===== src/rtl/pipe_hazard_ctrl_pkg.sv =====
// Shared CPU pipeline-control definitions: hazard FSM encoding and defaults.
package pipe_hazard_ctrl_pkg;

  typedef enum logic [1:0] {
    RUN      = 2'd0,
    MEM_WAIT = 2'd1,
    ERROR    = 2'd2
  } hazState_t;

  localparam int TIMEOUT_DEFAULT = 15;
  localparam int REG_W           = 5;

endpackage


===== src/rtl/pipe_hazard_ctrl_load_use_detect.sv =====
// Combinational load-use hazard detection between the ID instruction and the load in EX.
module load_use_detect
  import pipe_hazard_ctrl_pkg::*;
(
  input  logic [REG_W-1:0] ID_Rs,
  input  logic [REG_W-1:0] ID_Rt,
  input  logic             ID_UseRs,
  input  logic             ID_UseRt,
  input  logic             EX_MemRead,
  input  logic [REG_W-1:0] EX_WriteAddr,
  output logic             loadUse
);

  logic rsHit;
  logic rtHit;

  assign rsHit = ID_UseRs & (ID_Rs == EX_WriteAddr);
  assign rtHit = ID_UseRt & (ID_Rt == EX_WriteAddr);

  // Register 0 is hardwired, so a load targeting it never creates a dependency.
  assign loadUse = EX_MemRead & (EX_WriteAddr != '0) & (rsHit | rtHit);

endmodule


===== src/rtl/pipe_hazard_ctrl.sv =====
// Pipeline hazard controller: memory-wait freeze with timeout, branch/jump flush, load-use stall.
//   state    | meaning
//   RUN      | normal flow, no outstanding slow memory access
//   MEM_WAIT | data memory access pending, pipeline frozen until Mem_Ready
//   ERROR    | access timed out, pipeline frozen until reset
module pipe_hazard_ctrl
  import pipe_hazard_ctrl_pkg::*;
#(
  parameter int TIMEOUT = TIMEOUT_DEFAULT,
  parameter int CNT_W   = 16
) (
  input  logic             clk,
  input  logic             reset,
  input  logic [REG_W-1:0] ID_Rs,
  input  logic [REG_W-1:0] ID_Rt,
  input  logic             ID_UseRs,
  input  logic             ID_UseRt,
  input  logic             ID_Jump,
  input  logic             EX_MemRead,
  input  logic [REG_W-1:0] EX_WriteAddr,
  input  logic             EX_BranchTaken,
  input  logic             MEM_MemRead,
  input  logic             MEM_MemWrite,
  input  logic             Mem_Ready,
  output logic             PC_Write,
  output logic             IF_ID_Write,
  output logic             IF_ID_Flush,
  output logic             ID_EX_Flush,
  output logic             ID_EX_Hold,
  output logic             EX_MEM_Hold,
  output logic             MEM_WB_Bubble,
  output logic             Mem_Req,
  output logic             Mem_Err,
  output logic [CNT_W-1:0] Stall_Count
);

  hazState_t  state;
  logic [3:0] waitCnt;
  logic       loadUse;
  logic       freeze;
  logic       luStall;

  load_use_detect uLoadUse (
    .ID_Rs        (ID_Rs),
    .ID_Rt        (ID_Rt),
    .ID_UseRs     (ID_UseRs),
    .ID_UseRt     (ID_UseRt),
    .EX_MemRead   (EX_MemRead),
    .EX_WriteAddr (EX_WriteAddr),
    .loadUse      (loadUse)
  );

  assign Mem_Req = (state != ERROR) & (MEM_MemRead | MEM_MemWrite);
  assign Mem_Err = (state == ERROR);
  assign freeze  = (Mem_Req & ~Mem_Ready) | (state == ERROR);
  assign luStall = ~freeze & ~EX_BranchTaken & loadUse;

  // Priority: freeze, then taken branch, then load-use, then jump.
  always_comb begin
    PC_Write      = 1'b1;
    IF_ID_Write   = 1'b1;
    IF_ID_Flush   = 1'b0;
    ID_EX_Flush   = 1'b0;
    ID_EX_Hold    = 1'b0;
    EX_MEM_Hold   = 1'b0;
    MEM_WB_Bubble = 1'b0;
    if (freeze) begin
      PC_Write      = 1'b0;
      IF_ID_Write   = 1'b0;
      ID_EX_Hold    = 1'b1;
      EX_MEM_Hold   = 1'b1;
      MEM_WB_Bubble = 1'b1;
    end else if (EX_BranchTaken) begin
      IF_ID_Flush = 1'b1;
      ID_EX_Flush = 1'b1;
    end else if (loadUse) begin
      PC_Write    = 1'b0;
      IF_ID_Write = 1'b0;
      ID_EX_Flush = 1'b1;
    end else if (ID_Jump) begin
      IF_ID_Flush = 1'b1;
    end
  end

  always_ff @(posedge clk) begin
    if (reset) begin
      state       <= RUN;
      waitCnt     <= '0;
      Stall_Count <= '0;
    end else begin
      if ((freeze | luStall) && (Stall_Count != '1))
        Stall_Count <= Stall_Count + CNT_W'(1);
      case (state)
        RUN: begin
          if (Mem_Req & ~Mem_Ready) begin
            state   <= MEM_WAIT;
            waitCnt <= 4'd1;
          end
        end
        MEM_WAIT: begin
          if (Mem_Ready) begin
            state   <= RUN;
            waitCnt <= '0;
          end else if (32'(waitCnt) >= TIMEOUT) begin
            state <= ERROR;
          end else begin
            waitCnt <= waitCnt + 4'd1;
          end
        end
        ERROR:   state <= ERROR;
        default: begin
          state   <= RUN;
          waitCnt <= '0;
        end
      endcase
    end
  end

endmodule


===== config.mk =====
export PLATFORM = sky130hd
export DESIGN_NAME = pipe_hazard_ctrl
export DESIGN_NICKNAME = d
export VERILOG_FILES = /design/src/rtl/pipe_hazard_ctrl_pkg.sv /design/src/rtl/pipe_hazard_ctrl_load_use_detect.sv /design/src/rtl/pipe_hazard_ctrl.sv
export SDC_FILE = /design/constraint.sdc
export NUM_CORES = 1
export LEC_CHECK = 0
export BUFFER_PORTS_ARGS = -buffer_cell sky130_fd_sc_hd__buf_4
export CORE_MARGIN = 2
export CORE_UTILIZATION = 49
export DETAILED_ROUTE_END_ITERATION = 16
export HOLD_SLACK_MARGIN = 0.08
export PLACE_DENSITY = 0.77
export RECOVER_POWER = 50
export SLEW_MARGIN = 30
export SYNTH_ARGS = -nofsm -noshare
export SYNTH_HDL_FRONTEND = slang
export SYNTH_SLANG_ARGS = --single-unit

===== constraint.sdc =====
create_clock -name clk -period 2.65 [get_ports clk]
set_clock_uncertainty 0.1 [all_clocks]
set_input_delay 0.3975 -clock clk [delete_from_list [all_inputs] [get_ports clk]]
set_output_delay 0.3975 -clock clk [all_outputs]
set_load 0.01 [all_outputs]

Yosys cells after proc, flatten, opt, wreduce, memory -nomap -nowiden
Index checks and enable logic that the tools add are counted.

Add/sub/neg operators: 2. Order comparisons: 1. Equal/unequal tests: 9. Muxes and demuxes: 19. Bitwise gates (word level): 16. Reductions and logical operators: 5.

Operator list (count): 16-bit by 1-bit adder with 16-bit output, second input constant (1); 16-bit inequality test, second input constant (1); 4-bit two-way mux (3); 4-bit one-hot mux with 3 select lines (1); 1-bit two-way mux (11); 5-bit equality test (2); 1-bit bitwise AND (8); 2-bit two-way mux (3); 3-bit inequality test, second input constant (2); 2-bit one-hot mux with 3 select lines (1); 5-bit nonzero test (1); 4-bit by 1-bit adder with 4-bit output, second input constant (1); 4-bit greater-or-equal comparator, second input constant (1); 2-bit inequality test, second input constant (2); 1-bit NOT (4); 1-bit OR (4); 3-bit AND reduction (1); 2-bit by 1-bit equality test with 1-bit output, second input constant (1); 2-bit equality test, second input constant (1); 2-bit logical NOT (1); 2-bit AND reduction (1); 1-bit logical AND (1).

Register bits after elaboration: 22. Input port bits: 25. Output and inout port bits: 25. Logic and storage cells: 55.

Longest topological paths before layout
Depth in word-level cells: 9. Gate-level depth with buffers: 9. Mapped depth without buffers: 7.

Hierarchy
Synthesis repeated with hierarchy kept, for this count alone.

Cells, all modules: 168. Area, all modules: 1423.9 um2.

Modules (own cells, without submodules): pipe_hazard_ctrl (times used 1, cells an instance 151, area each 1290.0 um2, seq. area each 440.4 um2); load_use_detect (times used 1, cells an instance 17, area each 133.9 um2, seq. area each 0.0 um2).

Least setup slack after synthesis
No wires, ideal clock.

Path type: in2out. Start: in EX_WriteAddr[1]. End: out IF_ID_Flush. Data arrival time: 1730 ps. Data required time: 2152 ps. Path slack: 422 ps. Stages on the path: 5. Buffers on the path: 0. Cell sequence: or4_4 > o21ai_4 > nor2_1 > a21oi_1 > o21a_1.

Cells in the longest elaborated chain, start to end: 7. Elaborated cells between the ends (all ways): 11. Those cells by class: eq/ne (2); mux (3); bitwise (5); reduce/logical (1).

RTL lines: start, declared (line pipe_hazard_ctrl.sv:20) `input logic [REG_W-1:0] EX_WriteAddr,`; 5-bit equality test, on equally long branches (line pipe_hazard_ctrl_load_use_detect.sv:17, pipe_hazard_ctrl_load_use_detect.sv:18); 1-bit bitwise AND, on equally long branches (line pipe_hazard_ctrl_load_use_detect.sv:17, pipe_hazard_ctrl_load_use_detect.sv:18); 1-bit OR (line pipe_hazard_ctrl_load_use_detect.sv:21) `assign loadUse = EX_MemRead & (EX_WriteAddr != '0) & (rsHit | rtHit);`; 1-bit bitwise AND (*) (line pipe_hazard_ctrl_load_use_detect.sv:21); 1-bit two-way mux (*) (line pipe_hazard_ctrl.sv:76) `end else if (loadUse) begin`; 1-bit two-way mux (*) (line pipe_hazard_ctrl.sv:73) `end else if (EX_BranchTaken) begin`; 1-bit two-way mux (*) (line pipe_hazard_ctrl.sv:67) `if (freeze) begin`; end, declared (line pipe_hazard_ctrl.sv:27) `output logic IF_ID_Flush,`.

Mark *: on every way between the ends. The rest lies on a longest branch, timed or not.

Worst setup path in the final report
Ends and elaborated chain as after synthesis.

==> summary.txt <==
Reg clk slew, reported paths: 0.13 ns
Post-DR vias/cell: 5.73
Area Overhead vs Synth: 23.7%
Port buffer count: 49
Vias in the first global route: 1366
Kind of critical path: primary input to primary output
DR vias: 1382
CP Cell Sequence: buf_4, or4_4, o21ai_4, nor2_1, a21oi_1, o21a_1, buf_4
Level count of the clock H-tree: 1
Min-delay worst type: primary input to flop
Worst Path Arrival: 1.93 ns
Fmax: 411 MHz
Distinct cells, synth: 38
Cell Area, Synth: 1360 um^2
Inserted Clock Buffers: 3
Number of DRC markers in iteration 0: 69
CP Launch Type: primary input
Finish-stage setup viols: 0
Clock Tree Root: clkbuf_4
Initial antenna violation count: 0
Bufs and invs on worst path: 2
Final Util: 62.7%
Worst path max stage delay: 0.55 ns
Clock tree buffer depth: 2
Static leakage: 0.586 nW
Nets: 238
Antenna Nets Post-Route: 0
Number of remaining DRC errors: 0
DP Cell Count: 237
Synth Flop Type: dfxtp_1
Initial Util: 50.7%
First-pass GRT wire length: 6.04 mm
DIE WIDTH: 56.7 um
Slew Limit Fails: 0
Row count: 19
Worst r2r path cells: 8
Seq/Total Area, Yosys: 32.3%
Worst-path maximum fanout: 5
Clock latency on the worst-skew pair: 0.31 ns
RSZ-0062 raised after global routing: no
PwrDens: 432 nW/um^2
Setup TNS: 0 ns
Total clock sinks: 22
Global route overflow: 0
Layout cells sized above 1: 25.2%
Setup repair bufs after CTS: 0
Status: finished clean
Critical-path top delay cell: or4_4
Die area: 3220 um^2
#FFs+latches synth: 22
Placer Congestion: 0.850
Die height: 56.7 um
DP HPWL: 2.61 mm
Maximum VDD drop: 377 uV
Async set or reset register ratio after synthesis: 0%
Max-cap violations: 0
Wire per inst: 14.0 um
Worst slew pin tran: 0.606 ns
Levels on crit path: 7
Worst setup EP type: primary output
Mean cell area of the mapped netlist: 8.36 um^2
DR pass1 iterations: 4
CTS tree: yes
Hold Buf Count CTS: 0
Post-Syn Instances: 163
Data required time of the critical path: 2.15 ns
Synth warn: 0
Ant. Diodes: 0
Largest net degree at the start of global routing: 29
IO Count: 50
Depth of the worst hold-timing path: 2
Min cycle time layout: 2.43 ns
Core area: 2690 um^2
Number of synthesized flops with an enable pin: 0
Final Power: 0.729 mW
Max-slew headroom: 59.2%
Drt total wl: 3.37 mm
Total GRT Usage: 23.2%
Syn nets: 190
Non-filler cells in the finished layout: 241
Fin crit share: 91.7%
CP dominant cell by count: buf_4
Worst path top cell family by delay: compound AO/OA/AOI/OAI gates
Final Hold Fails: 0
Post-cts sizing count: 0
==> placed cells by master (no fill, tap or decap), types with 4 or more instances in the layout <==
cell | Yosys | routed
nor2_1 | 13 | 13
a21oi_1 | 13 | 13
nand3_1 | 14 | 14
o21a_1 | 4 | 4
dfxtp_1 | 22 | 22
o21ai_1 | 9 | 9
nand2_1 | 7 | 7
inv_1 | 6 | 6
xnor2_1 | 11 | 11
nand4_1 | 6 | 6
a21oi_2 | 5 | 5
or3_2 | 8 | 8
buf_4 | 5 | 30
or4_1 | 4 | 4
clkbuf_1 | 0 | 20
==> stage by stage <==
stage | hold slack, ns | setup WS (ns) | instance area (um^2)
detailed placement | 0.377 | 0.235 | 1710
finish | 0.178 | 0.219 | 1690
global route | 0.175 | 0.0713 | 1690
CTS | 0.179 | 0.227 | 1760
floorplan | 0.349 | 0.422 | 1360
global placement | 0.363 | 0.288 | 1710
==> layout make-up <==
class / count / area [um^2]
Multi-Input combinational cell: 128 / 831
Inverter: 6 / 22.5
Tap cell: 31 / 38.8
Fill cell: 270 / 1000
Sequential cell: 22 / 440
Clock inverter: 1 / 30.0
Timing Repair Buffer: 50 / 300
Clock buffer: 3 / 22.5
==> kinds of logic after synthesis <==
family / after synthesis / synth area share, %
simple gates: 69 / 28.7
fa+ha+maj: 2 / 1.84
xor+xnor: 12 / 7.71
flops: 22 / 32.3
compound gates: 44 / 22.0
mux: 1 / 0.735
buf+inv: 13 / 6.70
==> synthesized netlist by cell type (2+ instances only) <==
| master | instances | area share (%) |
|---|---|---|
| a21oi_1 | 13 | 4.8 |
| a21oi_2 | 5 | 3.2 |
| and2_1 | 2 | 0.92 |
| and3_1 | 2 | 0.92 |
| buf_4 | 5 | 2.8 |
| dfxtp_1 | 22 | 32 |
| ha_1 | 2 | 1.8 |
| inv_1 | 6 | 1.7 |
| nand2_1 | 7 | 1.9 |
| nand3_1 | 14 | 5.1 |
| nand4_1 | 6 | 2.8 |
| nor2_1 | 13 | 3.6 |
| nor2b_1 | 2 | 0.92 |
| nor3_1 | 3 | 1.1 |
| nor4_1 | 2 | 0.92 |
| o21a_1 | 4 | 2.2 |
| o21ai_0 | 3 | 1.1 |
| o21ai_1 | 9 | 3.3 |
| o31ai_1 | 3 | 1.7 |
| or3_1 | 2 | 0.92 |
| or3_2 | 8 | 4.4 |
| or4_1 | 4 | 2.2 |
| xnor2_1 | 11 | 7.1 |
==> routing by layer <==
| metal | GRT usage, % | part of all wire (%) | up-vias |
|---|---|---|---|
| li1 | - | - | 689 |
| met1 | 28.5 | 41 | 660 |
| met2 | 41.4 | 54 | 25 |
| met3 | 2.07 | 3.1 | 8 |
| met4 | 8.97 | 1.9 | 0 |
| met5 | 0 | 0 | - |
==> power by group <==
part           switching, mW  internal (mW)
clock                  0.108          0.153
combinational         0.0628         0.0612
sequential           0.00701          0.337
==> final timing paths <==
path | from | endpoint | slack (ns)
worst min-delay path | Mem_Ready | state[0] | 0.18
worst max register to register | Stall_Count[0] | Stall_Count[1] | 0.48
worst min register to register | waitCnt[1] | waitCnt[1] | 0.39
worst max-delay path | EX_WriteAddr[1] | IF_ID_Flush | 0.22
==> worst register-to-register path, cell delays in order, from the launching register on <==
cell and delay, ns:
dfxtp_1 0.41, ha_1 0.27, nand4_1 0.14, nor4_2 0.35
nor2_1 0.13, a21oi_4 0.12, buf_4 0.28, mux2i_1 0.23
nor2_1 0.05
==> flip-flops by register name, summed over array words and instances, names as in the netlist <==
name and flops:
Stall_Count 16, state 2, waitCnt 4
No activity file was read; power rests on OpenSTA's default activity.
